File: src/rtl/gp_dcmp_arbiter_if.sv
// Bus bundle between the four comparator requesters and gp_dcmp_arbiter.
// The slave modport is the arbiter side. The master modport is the user-logic and comparator side.
interface gp_dcmp_arbiter_if;
  logic [3:0] REQ;
  logic [3:0] GNT;
  logic [1:0] SEL;
  logic       CMP_GT;
  logic       CMP_EQ;
  logic       RESULT_VALID;
  logic [1:0] RESULT_ID;
  logic       RESULT_GT;
  logic       RESULT_EQ;

  modport master (
    output REQ, CMP_GT, CMP_EQ,
    input  GNT, SEL, RESULT_VALID, RESULT_ID, RESULT_GT, RESULT_EQ
  );

  modport slave (
    input  REQ, CMP_GT, CMP_EQ,
    output GNT, SEL, RESULT_VALID, RESULT_ID, RESULT_GT, RESULT_EQ
  );
endinterface

File: src/rtl/gp_dcmp_arbiter.sv
// Shares one GreenPAK DCMPMUX/compare block among 4 requesters. It grants, settles, samples GT/EQ and tags the result.
// GP_DCMP_ARB_FIXED_PRIO_EN selects fixed priority (lowest index wins). When it is undefined, arbitration is round robin.
module gp_dcmp_arbiter #(
  parameter int unsigned SETTLE_CYCLES = 2,
  parameter logic [3:0]  REQ_MASK      = 4'hF
) (
  input  logic              CLK,
  input  logic              RST,
  gp_dcmp_arbiter_if.slave  bus
);

  localparam int unsigned CNT_W = 4;
  localparam int unsigned N_REQ = 4;
  localparam int unsigned IDX_W = 2;

  typedef enum logic [1:0] {
    IDLE   = 2'd0,
    SETTLE = 2'd1,
    DONE   = 2'd2
  } state_t;

  // The settle window must fit in the counter and cover at least one clock.
  if (SETTLE_CYCLES < 1 || SETTLE_CYCLES > 15) begin : g_bad_settle
    $fatal(1, "ERROR: gp_dcmp_arbiter SETTLE_CYCLES=%0d out of range 1..15", SETTLE_CYCLES);
  end

  state_t             state_q, state_d;
  logic [N_REQ-1:0]   gnt_q, gnt_d;
  logic [IDX_W-1:0]   sel_q, sel_d;
  logic [CNT_W-1:0]   cnt_q, cnt_d;
  logic               res_valid_q, res_valid_d;
  logic [IDX_W-1:0]   res_id_q, res_id_d;
  logic               res_gt_q, res_gt_d;
  logic               res_eq_q, res_eq_d;
  logic [N_REQ-1:0]   req_masked;
  logic [IDX_W-1:0]   winner;
  logic [IDX_W-1:0]   rr_ptr;

  // First set bit of req, searching upward from base with 3->0 wrap.
  function automatic logic [IDX_W-1:0] rr_pick(input logic [N_REQ-1:0] req,
                                               input logic [IDX_W-1:0] base);
    logic [IDX_W-1:0] idx;
    rr_pick = base;
    for (int k = N_REQ - 1; k >= 0; k--) begin
      idx = base + IDX_W'(k);
      if (req[idx]) rr_pick = idx;
    end
  endfunction

`ifdef GP_DCMP_ARB_FIXED_PRIO_EN
  assign rr_ptr = '0;
`else
  logic [IDX_W-1:0] rr_ptr_d;

  always_ff @(posedge CLK or posedge RST) begin
    if (RST) rr_ptr <= '0;
    else     rr_ptr <= rr_ptr_d;
  end
`endif

  assign req_masked = bus.REQ & REQ_MASK;
  assign winner     = rr_pick(req_masked, rr_ptr);

  // State and registered outputs.
  always_ff @(posedge CLK or posedge RST) begin
    if (RST) begin
      state_q     <= IDLE;
      gnt_q       <= '0;
      sel_q       <= '0;
      cnt_q       <= '0;
      res_valid_q <= 1'b0;
      res_id_q    <= '0;
      res_gt_q    <= 1'b0;
      res_eq_q    <= 1'b0;
    end else begin
      state_q     <= state_d;
      gnt_q       <= gnt_d;
      sel_q       <= sel_d;
      cnt_q       <= cnt_d;
      res_valid_q <= res_valid_d;
      res_id_q    <= res_id_d;
      res_gt_q    <= res_gt_d;
      res_eq_q    <= res_eq_d;
    end
  end

  // Next state. DONE arbitrates like IDLE, so back-to-back grants have no gap.
  always_comb begin
    state_d     = state_q;
    gnt_d       = gnt_q;
    sel_d       = sel_q;
    cnt_d       = cnt_q;
    res_valid_d = 1'b0;
    res_id_d    = res_id_q;
    res_gt_d    = res_gt_q;
    res_eq_d    = res_eq_q;
`ifndef GP_DCMP_ARB_FIXED_PRIO_EN
    rr_ptr_d    = rr_ptr;
`endif

    case (state_q)
      IDLE, DONE: begin
        if (|req_masked) begin
          gnt_d         = '0;
          gnt_d[winner] = 1'b1;
          sel_d         = winner;
          cnt_d         = CNT_W'(SETTLE_CYCLES - 1);
          state_d       = SETTLE;
        end else begin
          gnt_d   = '0;
          state_d = IDLE;
        end
      end

      SETTLE: begin
        if (!bus.REQ[sel_q]) begin
          gnt_d   = '0;
          state_d = IDLE;
        end else if (cnt_q == '0) begin
          res_valid_d = 1'b1;
          res_id_d    = sel_q;
          res_gt_d    = bus.CMP_GT;
          res_eq_d    = bus.CMP_EQ;
          gnt_d       = '0;
          state_d     = DONE;
`ifndef GP_DCMP_ARB_FIXED_PRIO_EN
          rr_ptr_d    = sel_q + IDX_W'(1);
`endif
        end else begin
          cnt_d = cnt_q - CNT_W'(1);
        end
      end

      default: begin
        gnt_d   = '0;
        state_d = IDLE;
      end
    endcase
  end

  assign bus.GNT          = gnt_q;
  assign bus.SEL          = sel_q;
  assign bus.RESULT_VALID = res_valid_q;
  assign bus.RESULT_ID    = res_id_q;
  assign bus.RESULT_GT    = res_gt_q;
  assign bus.RESULT_EQ    = res_eq_q;

endmodule

File: src/flat_wrapper.sv
// flat-port wrapper written by rule: the top's interface ports become plain ports
module gp_dcmp_arbiter_flat 
#(
  parameter int unsigned SETTLE_CYCLES = 2,
  parameter logic [3:0]  REQ_MASK      = 4'hF
)
  (CLK, RST, bus_REQ, bus_CMP_GT, bus_CMP_EQ, bus_GNT, bus_SEL, bus_RESULT_VALID, bus_RESULT_ID, bus_RESULT_GT, bus_RESULT_EQ);
  gp_dcmp_arbiter_if bus_i ();
  input  logic CLK;
  input  logic RST;
  input wire logic [$bits(bus_i.REQ)-1:0] bus_REQ;
  input wire logic [$bits(bus_i.CMP_GT)-1:0] bus_CMP_GT;
  input wire logic [$bits(bus_i.CMP_EQ)-1:0] bus_CMP_EQ;
  output wire logic [$bits(bus_i.GNT)-1:0] bus_GNT;
  output wire logic [$bits(bus_i.SEL)-1:0] bus_SEL;
  output wire logic [$bits(bus_i.RESULT_VALID)-1:0] bus_RESULT_VALID;
  output wire logic [$bits(bus_i.RESULT_ID)-1:0] bus_RESULT_ID;
  output wire logic [$bits(bus_i.RESULT_GT)-1:0] bus_RESULT_GT;
  output wire logic [$bits(bus_i.RESULT_EQ)-1:0] bus_RESULT_EQ;
  assign bus_i.REQ = bus_REQ;
  assign bus_i.CMP_GT = bus_CMP_GT;
  assign bus_i.CMP_EQ = bus_CMP_EQ;
  assign bus_GNT = bus_i.GNT;
  assign bus_SEL = bus_i.SEL;
  assign bus_RESULT_VALID = bus_i.RESULT_VALID;
  assign bus_RESULT_ID = bus_i.RESULT_ID;
  assign bus_RESULT_GT = bus_i.RESULT_GT;
  assign bus_RESULT_EQ = bus_i.RESULT_EQ;
  gp_dcmp_arbiter #(.SETTLE_CYCLES(SETTLE_CYCLES), .REQ_MASK(REQ_MASK)) u_core (.CLK(CLK), .RST(RST), .bus(bus_i));
endmodule
File: config.mk
export PLATFORM = sky130hd
export DESIGN_NAME = gp_dcmp_arbiter_flat
export DESIGN_NICKNAME = d
export VERILOG_FILES = /design/src/rtl/gp_dcmp_arbiter_if.sv /design/src/rtl/gp_dcmp_arbiter.sv /design/src/flat_wrapper.sv
export SDC_FILE = /design/constraint.sdc
export NUM_CORES = 1
export LEC_CHECK = 0
export ABC_AREA = 1
export BUFFER_PORTS_ARGS = -buffer_cell sky130_fd_sc_hd__buf_2
export CORE_ASPECT_RATIO = 0.75
export CORE_MARGIN = 2
export CORE_UTILIZATION = 46
export DETAILED_ROUTE_END_ITERATION = 16
export HOLD_SLACK_MARGIN = 0.1
export PLACE_DENSITY_LB_ADDON = 0.12
export SYNTH_ARGS = -nofsm -noshare
export SYNTH_HDL_FRONTEND = slang
export SYNTH_SLANG_ARGS = --single-unit
File: constraint.sdc
create_clock -name CLK -period 1.6 [get_ports CLK]
set_input_delay 0.32 -clock CLK [delete_from_list [all_inputs] [get_ports CLK]]
set_output_delay 0.32 -clock CLK [all_outputs]
set_load 0.005 [all_outputs]
Word-level counts from Yosys, hierarchy flattened:

Cells that the tools add are included.
Widths: inputs -> output; s select.

* flip-flop bits (word level): 19
* output and inout bits: 11
* word-level logic and storage cells: 67

* add/subtract/negate cells: 5
* magnitude comparators: 7
* eq/ne operators: 6
* mux-type cells: 31
* reduce and logical (&&, ||, !) cells: 9

Operator list (count)
* $mux 4: 6
* $lt 2x3->1 const B: 6
* $pmux 4 s2: 2
* $mux 2: 6
* $bmux 1 s2: 5
* $mux 1: 10
* $add 2x1->2 const B: 2
* $add 2x2->2 const B: 2
* $logic_not 4->1: 1
* $ne 2x1->1 const B: 2
* $pmux 2 s2: 1
* $reduce_and 4->1: 1
* $reduce_or 4->1: 1
* $sub 4x1->4 const B: 1
* $ne 3x3->1 const B: 1
* $reduce_and 3->1: 1
* $demux 1 s2: 1
* $eq 2x1->1 const B: 1
* $eq 2x2->1 const B: 1
* $ge 2x1->1 const B: 1
* $logic_not 2->1: 1
* $ne 2x2->1 const B: 1
* $reduce_and 2->1: 1
* $reduce_bool 2->1: 1
* 2 further kinds: 2

Logic depth before layout (Yosys ltp):

Gate-level depths: netlist (run 1).

* depth after elaboration: 13
* gate-level depth with buffers: 13
* gate-level depth less buffers: 12

Least setup slack after synthesis (run 1):

Ideal clock, no wire load.

* path kind: flip-flop to flip-flop
* start: register u_core.cnt_q[0]
* end: register u_core.rr_ptr[1]
* setup time: 0.090 ns
* data arrival time: 1.310 ns
* slack: 0.200 ns
* cell stages (with the launch flop): 9
* clock period less this slack: 1.400 ns
* cell sequence: dfrtp_1 inv_1 ha_1 nand3_4 nor3_4 inv_2 nor2_2 nand2_1 o221ai_1

* cells in the longest elaborated chain, start to end: 2

Ends and longest elaborated chain
* start: declaration: line gp_dcmp_arbiter.sv:30 `logic [CNT_W-1:0] cnt_q, cnt_d;`
* start signal: assignment: line gp_dcmp_arbiter.sv:79 `cnt_q <= cnt_d;`
* $logic_not 4->1: line gp_dcmp_arbiter.sv:119 `end else if (cnt_q == '0) begin`
* $reduce_and 3->1 (no source line)
* end signal: assignment: line gp_dcmp_arbiter.sv:57 `else rr_ptr <= rr_ptr_d;`
* end: declaration: line gp_dcmp_arbiter.sv:37 `logic [IDX_W-1:0] rr_ptr;`

No other way between the ends.
A chain may end at the register's enable or synchronous reset.

Final worst setup path (run 1):

* start: register u_core.rr_ptr[0]
* end: register u_core.gnt_q[3] (netlist: u_core.bus.GNT[3])

* cells in the longest elaborated chain, start to end: 13
* elaborated cells between the ends (all ways): 22
* those cells by class: add/sub: 3; order compare: 2; mux: 16; reduce/logical: 1

Ends and longest elaborated chain
* $add 2x2->2: line gp_dcmp_arbiter.sv:45 `idx = base + IDX_W'(k);`
* $bmux 1 s2: line gp_dcmp_arbiter.sv:46 `if (req[idx]) rr_pick = idx;`
* $mux 1 (not written as such): line gp_dcmp_arbiter.sv:46
* $mux 2 (3 in a row): line gp_dcmp_arbiter.sv:46
* $mux 2 (*): line gp_dcmp_arbiter.sv:46
* $lt 2x3->1 (not written as such) or $ge 2x1->1 (tied branches): line gp_dcmp_arbiter.sv:105 `gnt_d[winner] = 1'b1;`
* $logic_and 1x1->1 (not written as such): line gp_dcmp_arbiter.sv:105
* $mux 1 (not written as such): line gp_dcmp_arbiter.sv:105
* $demux 1 s2 (*)
* $mux 4 (*): line gp_dcmp_arbiter.sv:103 `if (|req_masked) begin`
* $pmux 4 s2 (*): line gp_dcmp_arbiter.sv:101 `case (state_q)`
* end signal: assignment: line gp_dcmp_arbiter.sv:77 `gnt_q <= gnt_d;`
* end: declaration: line gp_dcmp_arbiter.sv:28 `logic [N_REQ-1:0] gnt_q, gnt_d;`

Every way passes the cells marked *; elsewhere a longest branch is shown, timed or not. The select of a mux whose other input is x is not followed.

==> results.sh, run 1 <==
export IMPL_r2r_setup_slack_ns=0.11
export IMPL_num_rows=15
export IMPL_rr_endpoint="u_core.bus.GNT[3]"
export IMPL_max_freq_ghz=0.673
export IMPL_cp_slowest_cell="dfrtp_2"
export IMPL_antenna_found_initial=0
export IMPL_die_w_um=60.9
export IMPL_slowest_delay_ns=0.47
export IMPL_synth_top_family_by_area="simple AND/OR/NAND/NOR gates"
export IMPL_finalMaxSlewViolations=0
export IMPL_finClkSkew_ns=0.000768
export IMPL_ys_warn_count=0
export IMPL_r2r_start="u_core.rr_ptr[0]"
export IMPL_final_area_sq_um=1330
export IMPL_power_density_nw_per_um2=2020
export IMPL_crit_required_ns=1.85
export IMPL_hold_start="bus_CMP_GT"
export IMPL_clk_latency_ns=0.30
export IMPL_syn_to_final_growth_pct=18.8
export IMPL_ios=19
export IMPL_grt_first_pass_wirelength_um=3880
export IMPL_final_nets=186
export IMPL_overflow=0
export IMPL_grt_max_degree=20
export IMPL_r2r_cells=8
export IMPL_crit_fanout=5
export IMPL_min_path_cells=3
export IMPL_fin_crit_ns=1.49
export IMPL_post_dp_hpwl_um=1690
export IMPL_setup_worst_path_end_class="flop"
export IMPL_drcViolationCount=0
export IMPL_outcome="finished, final reports clean"
export IMPL_synth_xor_area_share_pct=0
export IMPL_hold_violations=0
export IMPL_routed_wirelength_um=2240
export IMPL_cp_num_buf_inv=1
export IMPL_syn_nets=156
export IMPL_wl_per_cell_um=10.6
export IMPL_max_slew_margin_rel_pct=80.2
export IMPL_ys_seq_area_share_pct=42.5
export IMPL_worst_setup_path_start_kind="flop"
export IMPL_finalSetupViolations=0
export IMPL_synth_mux_area_share_pct=0
export IMPL_antennaDiodeCount=0
export IMPL_critPathArrivalTime_ns=1.73
export IMPL_finalWeightedCongestion=0.875
export IMPL_layout_drive_gt1_share_pct=33.5
export IMPL_ys_ff_latch=19
export IMPL_grt_usage_pct=18.5
export IMPL_crit_chain="buf_2 -> o21ai_2 -> nand2_1 -> nand3_1 -> nand2_1 -> a21oi_1 -> nand4_1 -> nand2_1"
export IMPL_hold_path_class="primary input to flop"
export IMPL_crit_top_cell="nand2_1"
export IMPL_dieArea_sq_um=2850
export IMPL_criticalPathCategory="flop to flop"
export IMPL_cp_top_family="flip-flops"
export IMPL_finalCritPeriodShare_pct=92.9
export IMPL_synthAdderAreaFrac_pct=1.12
export IMPL_synth_simple_area_share_pct=41.3
export IMPL_numCtsBuffers=3
export IMPL_drv_cap=0
export IMPL_fin_tns_setup_ns=0
export IMPL_grt_pass1_vias=888
export IMPL_drtAntennaViolNets=0
export IMPL_holdPathEnd="u_core.bus.RESULT_GT"
export IMPL_total_leakage_power_uw=0.000741
export IMPL_num_fill_cells=222
export IMPL_cts_htree_levels=1
export IMPL_core_sq_um=2310
export IMPL_worst_pin_slew_ns=0.294
export IMPL_ys_types=22
export IMPL_drt_iter0_markers=21
export IMPL_via_per_inst=4.65
export IMPL_ir_drop_uv=1040
export IMPL_synthesis_area_per_instance_sq_um=7.61
export IMPL_cts_root_buf="clkbuf_4"
export IMPL_drt_pass1_iter_count=4
export IMPL_io_buffers=18
export IMPL_utilization_pct=57.6
export IMPL_dr_total_vias=976
export IMPL_place_area_sq_um=1250
export IMPL_die_y_um=46.7
export IMPL_syn_cell_area_sq_um=1120
export IMPL_clock_sinks=19
export IMPL_synth_compound_area_share_pct=6.38
export IMPL_cts_tree="done"
export IMPL_start_util_pct=48.5
export IMPL_ctsLongestPathBuffers=2
export IMPL_syn_instance_count=147
export IMPL_clk_pin_slew_ns=0.11
[cell type report]
class	count	area [sq um]	share of cell area [%]
Tap cell	34	42.5	3.20
Inverter	21	86.3	6.50
Clock buffer	4	26.3	1.98
Multi-Input combinational cell	106	546	41.1
Sequential cell	19	478	36.0
Timing Repair Buffer	26	150	11.3
[metrics by stage]
step / instances / hold slack [ns] / total power (uW) / setup WS [ns]
2_1_floorplan: 147 / 0.271 / 2020 / 0.200
3_3_place_gp: 200 / 0.345 / 2320 / 0.0759
3_5_place_dp: 200 / 0.351 / 2370 / 0.0111
4_1_cts: 205 / 0.214 / 2630 / 0.0633
5_1_grt: 210 / 0.215 / 2990 / -0.000357
6_report: 210 / 0.220 / 2690 / 0.113
[placed cells by master (no fill, tap or decap), types with 2 or more instances in the layout]
cell type | synthesis | layout
dfrtp_2 | 0 | 2
a21oi_1 | 4 | 4
dfrtp_1 | 19 | 17
nor2_1 | 3 | 3
clkbuf_4 | 0 | 3
o21ai_0 | 5 | 5
buf_4 | 0 | 6
nand3_2 | 2 | 2
inv_2 | 4 | 4
buf_2 | 0 | 19
nand2_2 | 15 | 15
nand3_1 | 11 | 11
inv_1 | 15 | 15
o21ai_2 | 2 | 2
nor3_1 | 2 | 2
nand2_1 | 52 | 52
nor2_2 | 2 | 2
nand4_1 | 3 | 3
[synth_stat cells]
| master | instances | area (sq um) |
|---|---|---|
| ha_1 | 1 | 12.5 |
| nand3_1 | 11 | 55.1 |
| a21oi_1 | 4 | 20.0 |
| nor2_2 | 2 | 12.5 |
| nand2_4 | 1 | 11.3 |
| nand2_2 | 15 | 93.8 |
| o21ai_2 | 2 | 17.5 |
| inv_2 | 4 | 15.0 |
| inv_8 | 1 | 11.3 |
| nand4_1 | 3 | 18.8 |
| buf_6 | 1 | 11.3 |
| nor3_1 | 2 | 10.0 |
| nor3_4 | 1 | 16.3 |
| clkinv_1 | 1 | 3.75 |
| nor2_1 | 3 | 11.3 |
| inv_1 | 15 | 56.3 |
| nand3_2 | 2 | 20.0 |
| dfrtp_1 | 19 | 475 |
| nand3_4 | 1 | 17.5 |
| o21ai_0 | 5 | 25.0 |
| o221ai_1 | 1 | 8.76 |
| nand2_1 | 52 | 195 |
[metal layers]
| metal | track usage [%] | routed length [um] | vias to the layer above |
|---|---|---|---|
| met5 | 0 | 0 | - |
| met3 | 5.06 | 101 | 0 |
| li1 | - | - | 523 |
| met1 | 26.3 | 1190 | 430 |
| met4 | 2.61 | 0 | 0 |
| met2 | 29.5 | 948 | 23 |
[power by group]
part           leakage (uW)  switching (uW)  internal, uW  total [uW]
sequential         0.000240             149           689         838
clock             0.0000150             148          97.1         246
combinational      0.000486             999           607        1610
total              0.000741            1300          1390        2690
[worst max-delay path by stage]
stage                        endpoint              from  cells past startpoint
finish              u_core.bus.GNT[3]  u_core.rr_ptr[0]                      8
global route        u_core.bus.GNT[0]  u_core.rr_ptr[0]                     12
CTS                  u_core.rr_ptr[1]   u_core.cnt_q[0]                      8
detailed placement  u_core.bus.GNT[2]  u_core.rr_ptr[0]                     11
global placement    u_core.bus.GNT[2]  u_core.rr_ptr[0]                     11
floorplan            u_core.rr_ptr[1]   u_core.cnt_q[0]                      8
[worst reg2reg max path: cells and delay by family (launching register included)]
kind | cells | cell delay (ns)
AND/OR/NAND/NOR | 5 | 0.43
buffers and inverters | 1 | 0.18
flip-flops | 1 | 0.47
AO/OA/AOI/OAI | 2 | 0.36
[sequential cells by signal (all words and copies together), names as in the netlist]
signal,count
u_core.bus.GNT,4
u_core.state_q,2
u_core.bus.SEL,2
u_core.bus.RESULT_EQ,1
u_core.cnt_q,4
u_core.bus.RESULT_GT,1
u_core.bus.RESULT_VALID,1
u_core.rr_ptr,2
u_core.bus.RESULT_ID,2
[kinds of logic after synthesis]
family,Yosys count
adders and majority gates,1
buffers and inverters,22
AOI/OAI and AO/OA,12
DFF,19
and+or+nand+nor,93
[timing repair]
action                                 in CTS  in global routing
hold buffers                                1                  0
setup endpoints to repair                   2                  5
pin swaps                                   0                  1
resized for setup                           1                  1
buffers inserted                            0                  5
endpoints found under the hold margin      19                  0
Power figures use the tool's default switching activity.
==> run 2: changes to the inputs <==
--- a/config.mk
+++ b/config.mk
@@ -5,7 +5,6 @@
 export SDC_FILE = /design/constraint.sdc
 export NUM_CORES = 1
 export LEC_CHECK = 0
-export ABC_AREA = 1
 export BUFFER_PORTS_ARGS = -buffer_cell sky130_fd_sc_hd__buf_2
 export CORE_ASPECT_RATIO = 0.75
 export CORE_MARGIN = 2
==> run 2 against run 1 <==
  * Maximum frequency shrank 6.6%
  * Combinational power shrank 21%
  * Synthesized cell count shrank 40%
  * Die area shrank 9.2%
  * Non-clock buffer count grew 8
  * Critical endpoint is now u_core.rr_ptr[1]
  * Register-to-register slack lost 0.10 ns
  * Clock power shrank 2%
  * Clock skew grew 0.0068 ns
==> results.sh, run 2 <==
export IMPL_outcome="finished, final reports clean"
export IMPL_start_util_pct=49.6
export IMPL_async_flop_share_pct=100
export IMPL_overflow=0
export IMPL_layout_commonest_cell="dfrtp_1"
export IMPL_intPower_uw=1480
export IMPL_syn_nets=97
export IMPL_ys_seq_area_share_pct=47.2
export IMPL_r2r_start="u_core.bus.SEL[0]"
export IMPL_ios=19
export IMPL_clk_latency_ns=0.30
export IMPL_seq_power_share_pct=36.1
export IMPL_rsz0062_at_grt="yes"
export IMPL_ys_types=34
export IMPL_utilization_pct=64.1
export IMPL_fin_tns_setup_ns=0
export IMPL_finalWeightedCongestion=0.813
export IMPL_io_buffers=18
export IMPL_grt_max_degree=12
export IMPL_num_rows=14
export IMPL_final_nets=135
export IMPL_holdPathEnd="u_core.bus.RESULT_EQ"
export IMPL_ctsLongestPathBuffers=2
export IMPL_finalCritPeriodShare_pct=99.5
export IMPL_p_sw_uw=889
export IMPL_wl_per_cell_um=14.4
export IMPL_synth_most_common_cell="dfrtp_1"
export IMPL_drtAntennaViolNets=0
export IMPL_finalSetupViolations=0
export IMPL_final_cell_mix="dfrtp_1 (19), buf_2 (18), buf_4 (13)"
export IMPL_layout_drive_gt1_share_pct=41.6
export IMPL_synthesis_area_per_instance_sq_um=11.4
export IMPL_numCtsBuffers=3
export IMPL_total_leakage_power_uw=0.000682
export IMPL_drt_iter0_markers=19
export IMPL_syn_to_final_growth_pct=29.3
export IMPL_whs_ns=0.239
export IMPL_ys_ff_latch=19
export IMPL_post_dp_hpwl_um=1570
export IMPL_max_freq_ghz=0.628
export IMPL_setup_worst_path_end_class="flop"
export IMPL_r2r_setup_slack_ns=0.008
export IMPL_grt_usage_pct=19.2
export IMPL_power_density_nw_per_um2=1820
export IMPL_dr_total_vias=809
export IMPL_grt_pass1_vias=768
export IMPL_yosysTopAreaCell="dfrtp_1"
export IMPL_place_area_sq_um=1210
export IMPL_hold_path_class="primary input to flop"
export IMPL_min_path_cells=2
export IMPL_synth_area_leaders="dfrtp_1 (47%), mux2_4 (8.9%), mux2i_1 (4.0%)"
export IMPL_core_sq_um=2030
export IMPL_syn_instance_count=88
export IMPL_max_slew_margin_rel_pct=71.3
export IMPL_antenna_found_initial=0
export IMPL_drcViolationCount=0
export IMPL_finClkSkew_ns=0.00752
export IMPL_hold_violations=0
export IMPL_drt_pass1_iter_count=4
export IMPL_pre_cts_slack_ns=-0.00801
export IMPL_yosys_most_used_dff="dfrtp_1"
export IMPL_routed_wirelength_um=2140
export IMPL_ys_warn_count=0
export IMPL_die_w_um=58.0
export IMPL_drv_cap=0
export IMPL_die_y_um=44.5
export IMPL_worst_setup_path_start_kind="flop"
export IMPL_crit_fanout=8
export IMPL_antennaDiodeCount=0
export IMPL_cts_root_buf="clkbuf_4"
export IMPL_combPwrFrac_pct=53.8
export IMPL_critPathArrivalTime_ns=1.79
export IMPL_syn_cell_area_sq_um=1010
export IMPL_ys_top_cells_by_count="dfrtp_1 (19), inv_1 (6), mux2_4 (6), nand2b_1 (6), a21oi_1 (5)"
export IMPL_fin_crit_ns=1.59
export IMPL_crit_required_ns=1.80
export IMPL_switching_share_pct=37.6
export IMPL_dieArea_sq_um=2580
export IMPL_cts_tree="done"
export IMPL_synth_top_area_share_pct=47.2
export IMPL_grt_first_pass_wirelength_um=3620
export IMPL_clock_sinks=19
export IMPL_cts_htree_levels=1
export IMPL_synth_edf_count=0
export IMPL_worst_pin_slew_ns=0.431
export IMPL_worst_slack_ns=0.00815
export IMPL_criticalPathCategory="flop to flop"
export IMPL_clk_pin_slew_ns=0.10
export IMPL_ir_drop_uv=1230
export IMPL_via_per_inst=5.43
export IMPL_clkPwrFrac_pct=10.1
export IMPL_r2r_cells=4
export IMPL_finalMaxSlewViolations=0
export IMPL_final_area_sq_um=1300
export IMPL_rr_endpoint="u_core.rr_ptr[1]"
export IMPL_hold_start="bus_CMP_EQ"
-- run 2: changes by cell type in the layout (fill, tap and decap cells not counted), moves of 3 or more --
| cell | before | now |
|---|---|---|
| mux2i_1 | 0 | 4 |
| nand2_1 | 52 | 4 |
| nand2b_1 | 0 | 6 |
| buf_4 | 6 | 13 |
| mux2_4 | 0 | 6 |
| inv_2 | 4 | 0 |
| nand2_2 | 15 | 0 |
| nand4_1 | 3 | 0 |
| inv_1 | 15 | 6 |
| nand3_1 | 11 | 2 |
-- run 2: worst max-delay path, cell delays in order, from the launching register on --
cell,delay (ns)
dfrtp_1,0.44
mux2_4,0.32
or2_4,0.26
nand3_4,0.15
mux2_4,0.31
-- run 2: power groups by stage --
| stage | Sequential, uW | Clock (uW) | Combinational (uW) |
|---|---|---|---|
| 2_1_floorplan | 831 | 0 | 756 |
| 3_3_place_gp | 851 | 0 | 1120 |
| 3_5_place_dp | 855 | 0 | 1140 |
| 4_1_cts | 848 | 256 | 1180 |
| 5_1_grt | 881 | 276 | 1390 |
| 6_report | 854 | 240 | 1270 |
-- run 2: cells by family (layout without fill, tap and decap cells) --
kind of cell             count (synthesis)  count (layout)  share of synthesized area [%]
AND/OR/NAND/NOR                         25              25                           15.7
XOR/XNOR                                 1               1                          0.870
multiplexers                            10              10                           12.9
buffers and inverters                    7              44                           3.35
AO/OA/AOI/OAI                           25              25                           18.8
flip-flops                              19              19                           47.2
adder cells (fa/ha/maj)                  1               1                           1.24
-- run 2: final cells by class --
type	instances	area, sq um
fill	169	729
clock buffer	4	26.3
sequential	19	475
inverter	6	22.5
tap	24	30.0
multi-input combinational	62	519
timing repair buffer	34	229
-- run 2: worst max-delay path by stage --
stage,startpoint,end,cells after the start
after floorplan,u_core.bus.SEL[0],u_core.bus.RESULT_ID[1],5
after global placement,u_core.cnt_q[1],u_core.cnt_q[0],6
after detailed placement,u_core.bus.SEL[0],u_core.rr_ptr[1],4
after CTS,u_core.bus.SEL[0],u_core.rr_ptr[1],4
after global routing,u_core.cnt_q[1],u_core.cnt_q[0],6
final,u_core.bus.SEL[0],u_core.rr_ptr[1],4
-- run 2: per-stage QoR --
stage,total power [uW],std cells
after floorplan,1590,88
after global placement,1970,140
after detailed placement,2000,140
after CTS,2290,146
after global routing,2540,149
final,2360,149
-- run 2: what timing repair did --
item                       CTS  global route
setup endpoints to repair    6            11
hold endpoints to repair     8             0
buffers inserted             1             3
resized for setup            1             5
hold buffers                 1             0
-- run 2: per-layer routing --
layer  up-vias  track usage, %  part of all wire (%)
li1        395               -                     -
met1       395            26.8                    51
met2        16            29.5                    43
met3         3            6.14                   4.3
met4         0            4.19                  0.79
met5         -               0                     0
